==> src/rtl/board_pkg.sv <==
// -----------------------------------------------------------------------------
// board_pkg
// Board-level constants shared by the input-conditioning logic.
//   CLK_HZ           system clock frequency in Hz
//   DEBOUNCE_MS      debounce settle time in milliseconds
//   DEBOUNCE_CYCLES  settle time expressed in clk cycles; callers pass this as
//                    STABLE_CYCLES to switch_debouncer
// No ports (package).
// -----------------------------------------------------------------------------
package board_pkg;

  localparam int CLK_HZ      = 100_000_000;
  localparam int DEBOUNCE_MS = 10;

  // Converts a time in milliseconds into a count of clk cycles.
  function automatic int cycles_for_ms(input int ms);
    return (CLK_HZ / 1000) * ms;
  endfunction

  localparam int DEBOUNCE_CYCLES = cycles_for_ms(DEBOUNCE_MS);

endpackage : board_pkg

==> src/rtl/debounce_channel.sv <==
// -----------------------------------------------------------------------------
// debounce_channel
// One debounced input: synchroniser chain, stability counter, registered level
// and one-cycle rise/fall strobes.
//
// Ports
//   clk        in   system clock
//   rst        in   asynchronous, active-high reset
//   raw_in     in   raw switch/button input, asynchronous to clk
//   level_out  out  debounced level (registered)
//   rise_out   out  one-cycle strobe, level_out went 0->1 this cycle
//   fall_out   out  one-cycle strobe, level_out went 1->0 this cycle
//
// Parameters
//   SYNC_STAGES    flops in the synchroniser chain (>= 2)
//   STABLE_CYCLES  consecutive differing synchronised samples needed to accept
//                  a new level (>= 2)
// -----------------------------------------------------------------------------
module debounce_channel #(
  parameter int SYNC_STAGES   = 2,
  parameter int STABLE_CYCLES = 4
) (
  input  logic clk,
  input  logic rst,
  input  logic raw_in,
  output logic level_out,
  output logic rise_out,
  output logic fall_out
);

  localparam int                 CNT_W   = $clog2(STABLE_CYCLES);
  localparam logic [CNT_W-1:0]   CNT_MAX = CNT_W'(STABLE_CYCLES - 1);
  localparam logic [CNT_W-1:0]   CNT_ONE = CNT_W'(1);

  logic [SYNC_STAGES-1:0] r_sync;
  logic [CNT_W-1:0]       r_cnt;
  logic                   r_level;
  logic                   r_rise;
  logic                   r_fall;
  logic                   w_s;

  // Synchroniser: bit 0 captures the asynchronous pin, the last stage is the
  // only one the rest of the logic looks at.
  always_ff @(posedge clk or posedge rst) begin
    if (rst) begin
      r_sync <= '0;
    end else begin
      r_sync <= {r_sync[SYNC_STAGES-2:0], raw_in};
    end
  end

  assign w_s = r_sync[SYNC_STAGES-1];

  // Stability filter. The counter only advances while the synchronised
  // sample disagrees with the accepted level; one agreeing sample throws the
  // pending change away. The change is accepted on the STABLE_CYCLES-th
  // consecutive disagreeing sample, so the counter never needs to exceed
  // STABLE_CYCLES-1 and cannot wrap.
  always_ff @(posedge clk or posedge rst) begin
    if (rst) begin
      r_cnt   <= '0;
      r_level <= 1'b0;
      r_rise  <= 1'b0;
      r_fall  <= 1'b0;
    end else begin
      r_rise <= 1'b0;
      r_fall <= 1'b0;
      if (w_s == r_level) begin
        r_cnt <= '0;
      end else if (r_cnt == CNT_MAX) begin
        r_level <= w_s;
        r_cnt   <= '0;
        // Strobe direction follows the new level, so rise and fall can never
        // be high together.
        r_rise  <= w_s;
        r_fall  <= ~w_s;
      end else begin
        r_cnt <= r_cnt + CNT_ONE;
      end
    end
  end

  // All outputs come straight from flops.
  assign level_out = r_level;
  assign rise_out  = r_rise;
  assign fall_out  = r_fall;

endmodule : debounce_channel

==> src/rtl/switch_debouncer.sv <==
// -----------------------------------------------------------------------------
// switch_debouncer
// Conditions raw board slide-switch / push-button inputs before they reach the
// combinational gate stages. Each of the WIDTH channels is synchronised into
// clk, filtered for contact bounce and presented as a clean registered level,
// together with one-cycle rise/fall strobes. Channels are fully independent.
//
// Ports
//   clk        in   1      system clock; the only clock
//   rst        in   1      asynchronous, active-high reset
//   raw_in     in   WIDTH  raw switch/button inputs, asynchronous to clk
//   level_out  out  WIDTH  debounced, registered level per channel
//   rise_out   out  WIDTH  one-cycle strobe: level_out[i] went 0->1
//   fall_out   out  WIDTH  one-cycle strobe: level_out[i] went 1->0
//
// Parameters
//   WIDTH          number of independent input channels
//   SYNC_STAGES    flops per synchroniser chain (>= 2)
//   STABLE_CYCLES  consecutive differing synchronised samples required to
//                  accept a change (>= 2); defaults to the board debounce time
// -----------------------------------------------------------------------------
module switch_debouncer
  import board_pkg::*;
#(
  parameter int WIDTH         = 4,
  parameter int SYNC_STAGES   = 2,
  parameter int STABLE_CYCLES = DEBOUNCE_CYCLES
) (
  input  logic             clk,
  input  logic             rst,
  input  logic [WIDTH-1:0] raw_in,
  output logic [WIDTH-1:0] level_out,
  output logic [WIDTH-1:0] rise_out,
  output logic [WIDTH-1:0] fall_out
);

  for (genvar g = 0; g < WIDTH; g++) begin : g_ch
    debounce_channel #(
      .SYNC_STAGES   (SYNC_STAGES),
      .STABLE_CYCLES (STABLE_CYCLES)
    ) u_ch (
      .clk       (clk),
      .rst       (rst),
      .raw_in    (raw_in[g]),
      .level_out (level_out[g]),
      .rise_out  (rise_out[g]),
      .fall_out  (fall_out[g])
    );
  end

endmodule : switch_debouncer

==> config.mk <==
export PLATFORM = sky130hd
export DESIGN_NAME = switch_debouncer
export DESIGN_NICKNAME = d
export VERILOG_FILES = /design/src/rtl/board_pkg.sv /design/src/rtl/debounce_channel.sv /design/src/rtl/switch_debouncer.sv
export SDC_FILE = /design/constraint.sdc
export NUM_CORES = 1
export LEC_CHECK = 0
export ABC_AREA = 1
export BUFFER_PORTS_ARGS = -buffer_cell sky130_fd_sc_hd__buf_2
export CORE_ASPECT_RATIO = 1.4
export CORE_UTILIZATION = 56
export CTS_BUF_LIST = sky130_fd_sc_hd__clkbuf_8 sky130_fd_sc_hd__clkbuf_16
export DETAILED_ROUTE_END_ITERATION = 8
export PLACE_DENSITY = 0.74
export SYNTH_ARGS = -nofsm -noshare
export SYNTH_HDL_FRONTEND = slang
export SYNTH_SLANG_ARGS = --single-unit
==> constraint.sdc <==
create_clock -name clk -period 3.3 [get_ports clk]
set_clock_uncertainty 0.1 [all_clocks]
set_input_delay 0.66 -clock clk [delete_from_list [all_inputs] [get_ports clk]]
set_output_delay 0.66 -clock clk [all_outputs]
set_load 0.1 [all_outputs]
* Word level (Yosys, flattened, before mapping)
Cells that the tools add are included.
Storage, ports and cells: register bits after elaboration 100, output and inout bits 12, word-level logic and storage cells 68
Cells by class: add/sub/neg operators 4, equality and inequality tests 8, muxes and demuxes 24, bitwise operators 8, reductions and logical operators 4
Operators by type and width (number):
- $mux 20 | 8
- $add 20x1->20 const B | 4
- $eq 20x20->1 const B | 4
- $mux 1 | 16
- $not 1->1 | 8
- $reduce_and 2->1 | 4
- $eq 1x1->1 | 4

* Longest topological paths before layout
Gate-level depths: netlist of the first run.
word-level depth 3, mapped depth 9, gate-level depth less buffers 9

* Hierarchy
Synthesis of the first run repeated with hierarchy kept, for this count alone.
Unflattened totals: cell total of the unflattened synthesis 648, area, all modules 5330.1 µm²
Modules (own cells, without submodules):
- debounce_channel | instances 4, cells an instance 162, area an instance 1332.5 µm²

* Least setup slack after synthesis of the first run
No wires, ideal clock.
path type register to register, start register g_ch[1].u_ch.r_cnt[0], end register g_ch[1].u_ch.r_cnt[15], library setup time 0.121 ns, data arrival time 1.225 ns, required time 3.079 ns, path slack 1.854 ns, cell stages (with the launch flop) 7, path buffers 0, clock period less this slack 1.446 ns, cells stage by stage dfrtp_1 ha_1 nand3_1 nor2_2 nand3_2 nand2_2 nor2_1
On the way: cells in the longest elaborated chain, start to end 3, elaborated cells between the ends (all ways) 4
RTL lines:
- start, declared | RTL line debounce_channel.sv:36 | logic [CNT_W-1:0] r_cnt;
- start signal, assigned | RTL line debounce_channel.sv:78 | r_cnt <= r_cnt + CNT_ONE;
- $add 20x1->20 or $eq 20x20->1 (tied branches) | RTL line debounce_channel.sv:78, debounce_channel.sv:70
- $mux 20 * | RTL line debounce_channel.sv:70 | end else if (r_cnt == CNT_MAX) begin
- $mux 20 * | RTL line debounce_channel.sv:68 | if (w_s == r_level) begin
Mark *: on every way between the ends. The rest lies on a longest branch, timed or not. A chain may end at the register's enable or synchronous reset.

* Worst setup path in the final report of the first run
start register g_ch[1].u_ch.r_level, end output level_out[1]
RTL lines:
- start, declared | RTL line debounce_channel.sv:37 | logic r_level;
- start signal, assigned | RTL line debounce_channel.sv:71 | r_level <= w_s;
- end, declared | RTL line switch_debouncer.sv:32 | output logic [WIDTH-1:0] level_out,
No word-level cell between the ends.

==> results.md, run 1 <==
* Max incr delay on CP at 0.45 ns
* Clock Path Buffers at 2
* Post-CTS Resized at 0
* Synthesized area per cell at 8.04 µm²
* Crit start category: flop
* Buf+Inv Stages, Crit Path at 1
* FF+latch count, synth at 100
* Setup bufs post-CTS at 0
* Lkg Pwr at 2.46 nW
* Post-Place Cell Area at 5460 µm²
* CP Data Arrival Time at 1.19 ns
* Most frequent cells in the layout: nor2_1 (181), nand2_1 (103), dfrtp_1 (100)
* Post-synthesis mux area share at 0%
* Starting Density at 58.1%
* Max-Cap Viols at 0
* # port buffers at 17
* Worst setup EP type: primary output
* Multi-input gate area at 2500 µm²
* Ports at 18
* Simple-Gate Fraction of Synth Area at 37.1%
* Die area at 9880 µm²
* Post-DP HPWL at 7730 µm
* Total power at 2.42 mW
* First-pass GRT wire length at 18300 µm
* Area delta synth->final at 8.75%
* Setup TNS at 0 ns
* RSZ-0062 raised after global routing: false
* Syn nets at 670
* Mapped cell area at 5310 µm²
* Yosys warns at 0
* CTS tree: built
* Post-Layout Cell Count at 788
* Placed insts at 772
* Share of cells above drive strength 1 at 10.9%
* CP required at 2.54 ns
* Max-slew headroom at 48.8%
* Routability cong. at 0.895
* Max VDD drop at 0.000297 V
* Slowest CP cell: buf_2
* CTS sink count at 100
* Pwr dens at 420 nW/µm²
* Status: completed
* Via/cell ratio at 5.39
* GR Util All Layers at 23.4%
* Latest clock arrival within the worst-skew pair at 0.35 ns
* Vias in the first global route at 4263
* Vias at 4251
* DRT Wirelength at 10500 µm
* Kind of critical path: flop to primary output
* Final hold violation count at 0
* Sequential cell area at 2500 µm²
* DR DRC count at 0
* CP Cell Sequence: buf_2
* Register area share after synthesis at 47.1%
* Final ANT Viol Nets at 0
* Compound-gate portion of the synthesized area at 2.19%
* Rows at 41
* R2R Setup Slk at 1.42 ns
* Max-slew violations at 0
* Max Fclk at 0.513 GHz
* Wire per inst at 13.3 µm
* CTS Hold Bufs at 0
* FILL cells at 793
* # H-tree levels at 3
* Largest net degree at the start of global routing at 78
* DRT iter0 DRCs at 236
* Type of the tightest min-delay check: input port to async pin
* Critical Path Fanout Max at 4
* WHS at 0.256 ns
* Root Driver: clkbuf_16
* Tmin final at 1.95 ns
* Post-Synthesis Cells at 660
* Post-route cell area at 5770 µm²
* Adder-Cell Fraction of Synth Area at 0.943%
* Worst Tran Pin Value at 0.766 ns
* Total congestion overflow at 0
* Die Y at 117 µm
* Number of distinct library cells after synthesis at 30
* Clock slew at reported path FFs at 0.07 ns
* Final setup fails at 0
* Initial antenna violation count at 0
* XOR/XNOR Fraction of Synth Area at 6.93%
* Core Area at 9130 µm²
* Largest family of logic cells by synthesized area: simple AND/OR/NAND/NOR gates
* DR pass1 iterations at 5
* Number of diodes at 0
* Final Cycle Share at 59.1%
* Nets at 686
* CTS Buf Count at 9
* Most common cell after layout, fill and taps aside: nor2_1
* Width of the die at 84.3 µm
* Kind of cell adding the most delay to the critical path: buffers and inverters
[area by class of cell]
type | instances | share of cell area (%)
clock inverters | 6 | 1.19
clock buffers | 10 | 4.14
inverters | 54 | 3.58
well taps | 107 | 2.32
multi-input cells | 491 | 43.3
repair buffers | 20 | 2.08
flip-flops and latches | 100 | 43.4
[metal layers]
layer  vias up  routed length [µm]  track usage (%)
met3        30                 376             4.00
met4         0                 274             11.6
met1      1996                4390             26.2
li1       2122                   -                -
met5         -                   0                0
met2       103                5460             43.4
[through the flow]
stage | setup WS (ns) | util, %
2_1_floorplan | 1.35 | -
6_report | 1.35 | 63.2
4_1_cts | 1.34 | 63.2
5_1_grt | 1.22 | 63.2
3_5_place_dp | 1.43 | 59.8
3_3_place_gp | 1.49 | 59.8
[worst paths after layout]
kind                       cells past startpoint                     end                    from
min in group clk                               0  g_ch[0].u_ch.r_sync[1]  g_ch[0].u_ch.r_sync[0]
min                                            2  g_ch[1].u_ch.r_cnt[13]                     rst
max                                            1            level_out[1]  g_ch[1].u_ch.level_out
max reg2reg                                    6   g_ch[0].u_ch.r_cnt[9]  g_ch[0].u_ch.level_out
max in group asynchronous                      3  g_ch[2].u_ch.r_cnt[15]                     rst
min reg2reg                                    0  g_ch[0].u_ch.r_sync[1]  g_ch[0].u_ch.r_sync[0]
[where the power goes]
| group | switching, mW | total (mW) | internal [mW] |
|---|---|---|---|
| sequential | 0.0146 | 1.26 | 1.24 |
| clock | 0.469 | 1.08 | 0.615 |
| combinational | 0.0586 | 0.0819 | 0.0234 |
| total | 0.542 | 2.42 | 1.88 |
[state kept, by name (all words and copies together) (netlist names)]
register,count
g_ch.u_ch.r_sync,8
g_ch.u_ch.r_cnt,80
g_ch.u_ch.fall_out,4
g_ch.u_ch.level_out,4
g_ch.u_ch.rise_out,4
[Yosys cell counts (all sizes together)]
master | number | area (µm²)
nor2 | 196 | 818
xor2 | 27 | 236
xnor2 | 15 | 131
nand2 | 113 | 454
buf | 12 | 90.1
and2 | 3 | 18.8
clkbuf | 3 | 11.3
o21bai | 4 | 30.0
nor3b | 5 | 42.5
dfrtp | 100 | 2500
o21ai | 4 | 20.0
nand3b | 2 | 15.0
inv | 54 | 203
nand4 | 11 | 68.8
a31oi | 1 | 6.26
ha | 4 | 50.1
nor3 | 16 | 108
a21oi | 12 | 60.1
or2 | 1 | 6.26
nand3 | 77 | 435
[cells by family (layout without fill, tap and decap cells)]
kind of cell    after synthesis  count (layout)
compound gates               21              21
flops                       100             100
simple gates                424             424
fa+ha+maj                     4               4
buf+inv                      69              90
xor+xnor                     42              42
(Power assumes the default switching activity.)
==> run 2: changes to the inputs <==
ABC_AREA = 0   (was 1)
CORE_UTILIZATION = 55   (was 56)
PLACE_DENSITY = 0.73   (was 0.74)
clock period = 1.6 ns   (was 3.3 ns; I/O delays follow)
==> run 2 against run 1 <==
The flow now finishes with violations (setup timing); wire length rose by 84%; die area fell by 8.6%; synthesized area fell by 10%; register-to-register slack got worse by 1.9 ns; combinational power rose to 5.1 times the previous value.
==> results.md, run 2 <==
* Worst setup EP type: flop
* Hold Path Origin: g_ch[1].u_ch.r_sync[0]
* Worst r2r src: g_ch[0].u_ch.r_cnt[11]
* CTS tree: built
* Register area share after synthesis at 52.6%
* Root Driver: clkbuf_16
* DRT iter0 DRCs at 564
* Via/cell ratio at 6.76
* Post-DP HPWL at 7480 µm
* Top reg by flops: g_ch.u_ch.r_cnt
* CP Cell Sequence: nor4bb_1, nand4_1, buf_4, o21ai_4, buf_6, nor2_2
* # H-tree levels at 3
* Pwr dens at 699 nW/µm²
* Top FF cell, synth: dfrtp_1
* R2R Setup Slk at -0.45 ns
* RSZ-0062 raised after global routing: true
* Total congestion overflow at 0
* Worst Tran Pin Value at 0.585 ns
* GR Util All Layers at 33.2%
* Total power at 5.15 mW
* Initial antenna violation count at 2
* Setup WS pre-CTS at -0.325 ns
* Final ANT Viol Nets at 0
* Latest clock arrival within the worst-skew pair at 0.37 ns
* Largest net degree at the start of global routing at 32
* CP required at 1.74 ns
* Largest registers: g_ch.u_ch.r_cnt x80, g_ch.u_ch.r_sync x8
* Die area at 9030 µm²
* Width of the die at 80.6 µm
* Max-Cap Viols at 0
* Vias in the first global route at 4733
* DR DRC count at 0
* Max Fclk at 0.488 GHz
* Rows at 39
* Share of cells above drive strength 1 at 53.5%
* Slowest CP cell: nor4bb_1
* Max VDD drop at 0.000849 V
* Wire per inst at 25.7 µm
* # port buffers at 17
* Kind of critical path: flop to flop
* Final hold violation count at 0
* Worst Reg-to-Reg Cells at 6
* Type of the tightest min-delay check: flop to flop
* Worst hold stages at 0
* Syn nets at 479
* Failing checks: setup timing
* Lkg Pwr at 3.08 nW
* Final Util at 88.8%
* Area delta synth->final at 55.0%
* Share of the synthesized area in the top cell type at 52.6%
* Area contributors post-synth: dfrtp_1 (53%), xnor2_1 (6.1%), nor2_1 (5.1%)
* Vias at 5093
* Fraction of registers with async set/reset at 100%
* Post-Synthesis Cells at 469
* Number of flops mapped to enable cells by yosys at 0
* First-pass GRT wire length at 22600 µm
* Final setup fails at 93
* Hold endpoint: g_ch[1].u_ch.r_sync[1]
* Most frequent cells in the layout: buf_4 (125), dfrtp_1 (97), nor2_2 (38)
* Clock slew at reported path FFs at 0.08 ns
* Yosys warns at 0
* Routability cong. at 0.857
* Clock Path Buffers at 2
* CP Data Arrival Time at 2.19 ns
* WHS at 0.254 ns
* Crit Reg-Reg Endpoint: g_ch[0].u_ch.r_cnt[3]
* FF+latch count, synth at 100
* Most common cell after layout, fill and taps aside: buf_4
* Mapped cell area at 4750 µm²
* DR pass1 iterations at 6
* Setup slack after layout at -0.451 ns
* Synthesized area per cell at 10.1 µm²
* Buf+Inv Stages, Crit Path at 2
* Max incr delay on CP at 0.45 ns
* Crit start category: flop
* Die Y at 112 µm
* Max reg flops at 80
* Core Area at 8300 µm²
* CTS sink count at 100
* Tmin final at 2.05 ns
* CTS Buf Count at 9
* Synth top cells by count: dfrtp_1 (100), nor2_1 (64), xnor2_1 (33)
* Final Cycle Share at 128%
* Status: finished with violations
* Nets at 654
* DRT Wirelength at 19400 µm
* Kind of cell adding the most delay to the critical path: simple AND/OR/NAND/NOR gates
* Starting Density at 57.3%
* Ports at 18
* Top cell type by total area after synthesis: dfrtp_1
* Setup TNS at -31.11 ns
* Top-count cell post-synth: dfrtp_1
* Max-slew headroom at 60.9%
* Max-slew violations at 0
* Number of distinct library cells after synthesis at 37
* Critical Path Fanout Max at 6
run 2: cell count changes in the layout (fill, tap and decap cells not counted), moves of 10 or more:
| cell | before | now |
|---|---|---|
| a21oi_1 | 12 | 1 |
| a21oi_2 | 0 | 19 |
| buf_4 | 2 | 125 |
| buf_6 | 0 | 32 |
| inv_1 | 53 | 18 |
| nand2_1 | 103 | 16 |
| nand3_1 | 70 | 20 |
| nor2_1 | 181 | 16 |
| nor2_2 | 6 | 38 |
| xnor2_1 | 15 | 32 |
| xor2_1 | 27 | 17 |
run 2: what timing repair did:
action | 4_1_cts | 5_1_grt
gates resized for setup | 86 | 105
buffers inserted | 15 | 20
setup endpoints to repair | 96 | 92
gates cloned | 7 | 3
pin swaps | 33 | 35
hold endpoints to repair | 21 | 0
hold buffers | 5 | 0
run 2: final cells by class:
type	count	area, µm²
Antenna cell	2	5.00
Sequential cell	100	2510
Tap cell	102	128
Multi-Input combinational cell	332	2790
Inverter	16	63.8
Timing Repair Buffer	185	1610
Clock buffer	10	239
Clock inverter	6	33.8
Fill cell	313	926
run 2: how the worst max path moves through the flow:
stage                                      start                endpoint  cells after the start
final                     g_ch[0].u_ch.r_cnt[11]   g_ch[0].u_ch.r_cnt[3]                      6
after global routing       g_ch[3].u_ch.r_cnt[6]   g_ch[3].u_ch.r_cnt[5]                      8
after CTS                 g_ch[2].u_ch.r_cnt[16]  g_ch[2].u_ch.level_out                      4
after detailed placement   g_ch[3].u_ch.r_cnt[1]  g_ch[3].u_ch.r_cnt[18]                      5
after global placement    g_ch[2].u_ch.r_cnt[16]  g_ch[2].u_ch.level_out                      4
after floorplan            g_ch[1].u_ch.r_cnt[2]  g_ch[1].u_ch.r_cnt[18]                      5
run 2: worst register-to-register path: stages, from the launching register on:
cell	delay, ns
dfrtp_1	0.40
nor4bb_1	0.45
nand4_1	0.30
buf_4	0.25
o21ai_4	0.19
buf_6	0.19
nor2_2	0.05
run 2: logic make-up (layout without fill, tap and decap cells):
kind of cell / count (synthesis) / after routing / share of synthesized area [%]
other: 0 / 2 / 0
XOR/XNOR: 52 / 52 / 9.58
AO/OA/AOI/OAI: 51 / 51 / 6.68
adder cells (fa/ha/maj): 4 / 4 / 1.05
buffers and inverters: 37 / 217 / 3.95
flip-flops: 100 / 100 / 52.6
multiplexers: 4 / 4 / 0.947
AND/OR/NAND/NOR: 221 / 221 / 25.2
run 2: through the flow:
step / area, µm² / std cells
after floorplan: 4930 / 469
after global placement: 5970 / 692
after detailed placement: 5970 / 692
after CTS: 6840 / 734
after global routing: 7370 / 752
final: 7370 / 753
run 2: layer usage:
layer / GRT usage, % / routed length, µm / share of wire [%]
met1: 38.0 / 6510 / 34
met2: 58.1 / 9530 / 49
met3: 6.02 / 1670 / 8.6
met4: 16.9 / 1650 / 8.5
met5: 0 / 0 / 0
run 2: power breakdown:
group	internal [mW]	total [mW]	switching (mW)	leakage, nW
registers	2.56	2.61	0.0450	1.36
clock network	1.08	2.13	1.04	0.135
logic	0.199	0.417	0.218	1.58
==> run 3: changes to the inputs <==
PLACE_DENSITY = 0.86   (was 0.73)
TNS_END_PERCENT = 100   (was default)
==> run 3 against run 2 <==
The run still ends with setup timing left; first-iteration DRC count up 75%; clock power rose by 9.9%; die area unchanged; critical path depth is 1 higher; sequential cell count unchanged; register-to-register slack got worse by 0.15 ns; design area increased by 1.8%; critical endpoint is now g_ch[2].u_ch.r_cnt[16]; largest cell class unchanged; largest power group unchanged.
==> results.md, run 3 (synthesized netlist as in run 2, its figures left out) <==
* Worst Reg-to-Reg Cells at 7
* FILL cells at 262
* WHS at 0.260 ns
* Met3 WL at 3160 µm
* RSZ-0062 raised after global routing: true
* Nets at 651
* Number of diodes at 0
* Hold endpoint: g_ch[1].u_ch.r_sync[1]
* Post-DP HPWL at 8260 µm
* Clock Path Buffers at 2
* Final Cycle Share at 138%
* Critical Path Fanout Max at 5
* Share of total power in the clock network at 43.6%
* Hold Path Origin: g_ch[1].u_ch.r_sync[0]
* Total power at 5.36 mW
* Largest net degree at the start of global routing at 50
* Switching Fraction at 26.3%
* Via/cell ratio at 7.46
* CP required at 1.79 ns
* Max Used Layer: met4
* Clock slew at reported path FFs at 0.08 ns
* DRT Wirelength at 24000 µm
* Routability cong. at 0.849
* Post-route cell area at 7500 µm²
* Max-slew headroom at 53.4%
* Type of the tightest min-delay check: flop to flop
* Total congestion overflow at 0
* Max-slew violations at 0
* Combinational power share at 7.8%
* Worst r2r src: g_ch[2].u_ch.r_cnt[1]
* Max VDD drop at 0.00115 V
* Multi-input gate area at 2950 µm²
* WL met2 at 10600 µm
* Tmin final at 2.20 ns
* Max Fclk at 0.454 GHz
* DR DRC count at 0
* Largest registers: g_ch.u_ch.r_cnt x80, g_ch.u_ch.r_sync x8
* Crit Reg-Reg Endpoint: g_ch[2].u_ch.r_cnt[16]
* Failing checks: setup timing
* CTS sink count at 100
* Post-Place Cell Area at 5930 µm²
* Latest clock arrival within the worst-skew pair at 0.38 ns
* Reg power frac at 48.6%
* Area delta synth->final at 57.7%
* Sequential cell area at 2500 µm²
* Starting Density at 57.3%
* Worst Tran Pin Value at 0.694 ns
* GR Util All Layers at 45.8%
* Root Driver: clkbuf_16
* Crit start category: flop
* Most frequent cells in the layout: buf_4 (130), dfrtp_1 (98), xnor2_1 (33)
* Status: finished with violations
* CTS Buf Count at 9
* Sw power at 1.41 mW
* CTS tree: built
* Top reg by flops: g_ch.u_ch.r_cnt
* Setup slack after layout at -0.603 ns
* Share of cells above drive strength 1 at 54.2%
* CP Data Arrival Time at 2.39 ns
* Pwr dens at 715 nW/µm²
* Final ANT Viol Nets at 0
* Internal power at 3.95 mW
* Rows at 39
* Final setup fails at 95
* Max reg flops at 80
* Die area at 9030 µm²
* Ports at 18
* Max-Cap Viols at 0
* Vias at 5583
* Width of the die at 80.6 µm
* # port buffers at 17
* Worst hold stages at 0
* DR pass1 iterations at 8
* # H-tree levels at 3
* Core Area at 8300 µm²
* Kind of critical path: flop to flop
* Most common cell after layout, fill and taps aside: buf_4
* Vias in the first global route at 5406
* Wire per inst at 32.1 µm
* WL met1 at 7290 µm
* Worst setup EP type: flop
* Final hold violation count at 0
* R2R Setup Slk at -0.60 ns
* Lkg Pwr at 3.08 nW
* Die Y at 112 µm
* Initial antenna violation count at 0
* First-pass GRT wire length at 29600 µm
* DRT iter0 DRCs at 988
## run 3: cell types whose count changed in the layout (fill, tap and decap cells not counted), moves of 4 or more
cell,previous run,this run
nor2_4,10,30
buf_6,32,25
nor2_1,16,11
nor2_2,38,23
clkinv_2,0,4
buf_4,125,130
## run 3: metal layers
layer	vias up	track usage (%)
li1	1992	-
met1	2593	49.1
met2	699	71.6
met3	299	16.8
met4	0	36.0
met5	-	0
## run 3: worst max-delay path by stage
| stage | startpoint | endpoint | depth (start not counted) |
|---|---|---|---|
| floorplan | g_ch[1].u_ch.r_cnt[2] | g_ch[1].u_ch.r_cnt[18] | 5 |
| finish | g_ch[2].u_ch.r_cnt[1] | g_ch[2].u_ch.r_cnt[16] | 7 |
| global placement | g_ch[2].u_ch.r_cnt[11] | g_ch[2].u_ch.level_out | 4 |
| detailed placement | g_ch[1].u_ch.r_cnt[4] | g_ch[1].u_ch.r_cnt[17] | 5 |
| global route | g_ch[2].u_ch.r_cnt[1] | g_ch[2].u_ch.r_cnt[16] | 7 |
| CTS | g_ch[2].u_ch.r_cnt[17] | g_ch[2].u_ch.level_out | 4 |
## run 3: what timing repair did
| item | in CTS | in global routing |
|---|---|---|
| cloned | 4 | 4 |
| endpoints found under the setup margin | 94 | 93 |
| pin swaps | 45 | 35 |
| buffers inserted | 27 | 17 |
| hold buffers | 5 | 0 |
| gates resized for setup | 102 | 111 |
| hold endpoints to repair | 18 | 0 |
## run 3: stage by stage
step / instances / TNS (ns) / utilization [%] / setup WS (ns)
finish: 748 / -35.95 / 90.4 / -0.603
global route: 748 / -37.05 / 90.4 / -0.639
CTS: 734 / -17.90 / 84.2 / -0.296
detailed placement: 683 / -19.18 / 71.5 / -0.323
global placement: 683 / -13.47 / 71.5 / -0.270
floorplan: 469 / -8.55 / - / -0.373
## run 3: cell type report
cell class,count,share of cell area (%)
timing repair buffer,182,20.8
clock buffer,9,3.00
multi-input combinational,332,39.3
tap,102,1.70
sequential,100,33.4
clock inverter,7,0.884
inverter,16,0.851
## run 3: power groups by stage
stage	Clock, mW	Sequential, mW	Combinational, mW
CTS	2.19	2.60	0.351
floorplan	0	2.64	0.116
detailed placement	0	2.64	0.240
global route	2.42	2.61	0.430
global placement	0	2.64	0.228
finish	2.34	2.61	0.420
## run 3: critical path, cell delays in order (launching register included)
cell,delay [ns]
dfrtp_1,0.41
ha_1,0.23
nand3_2,0.12
buf_4,0.19
buf_4,0.17
nor2_2,0.23
nand3_1,0.36
a21oi_4,0.31
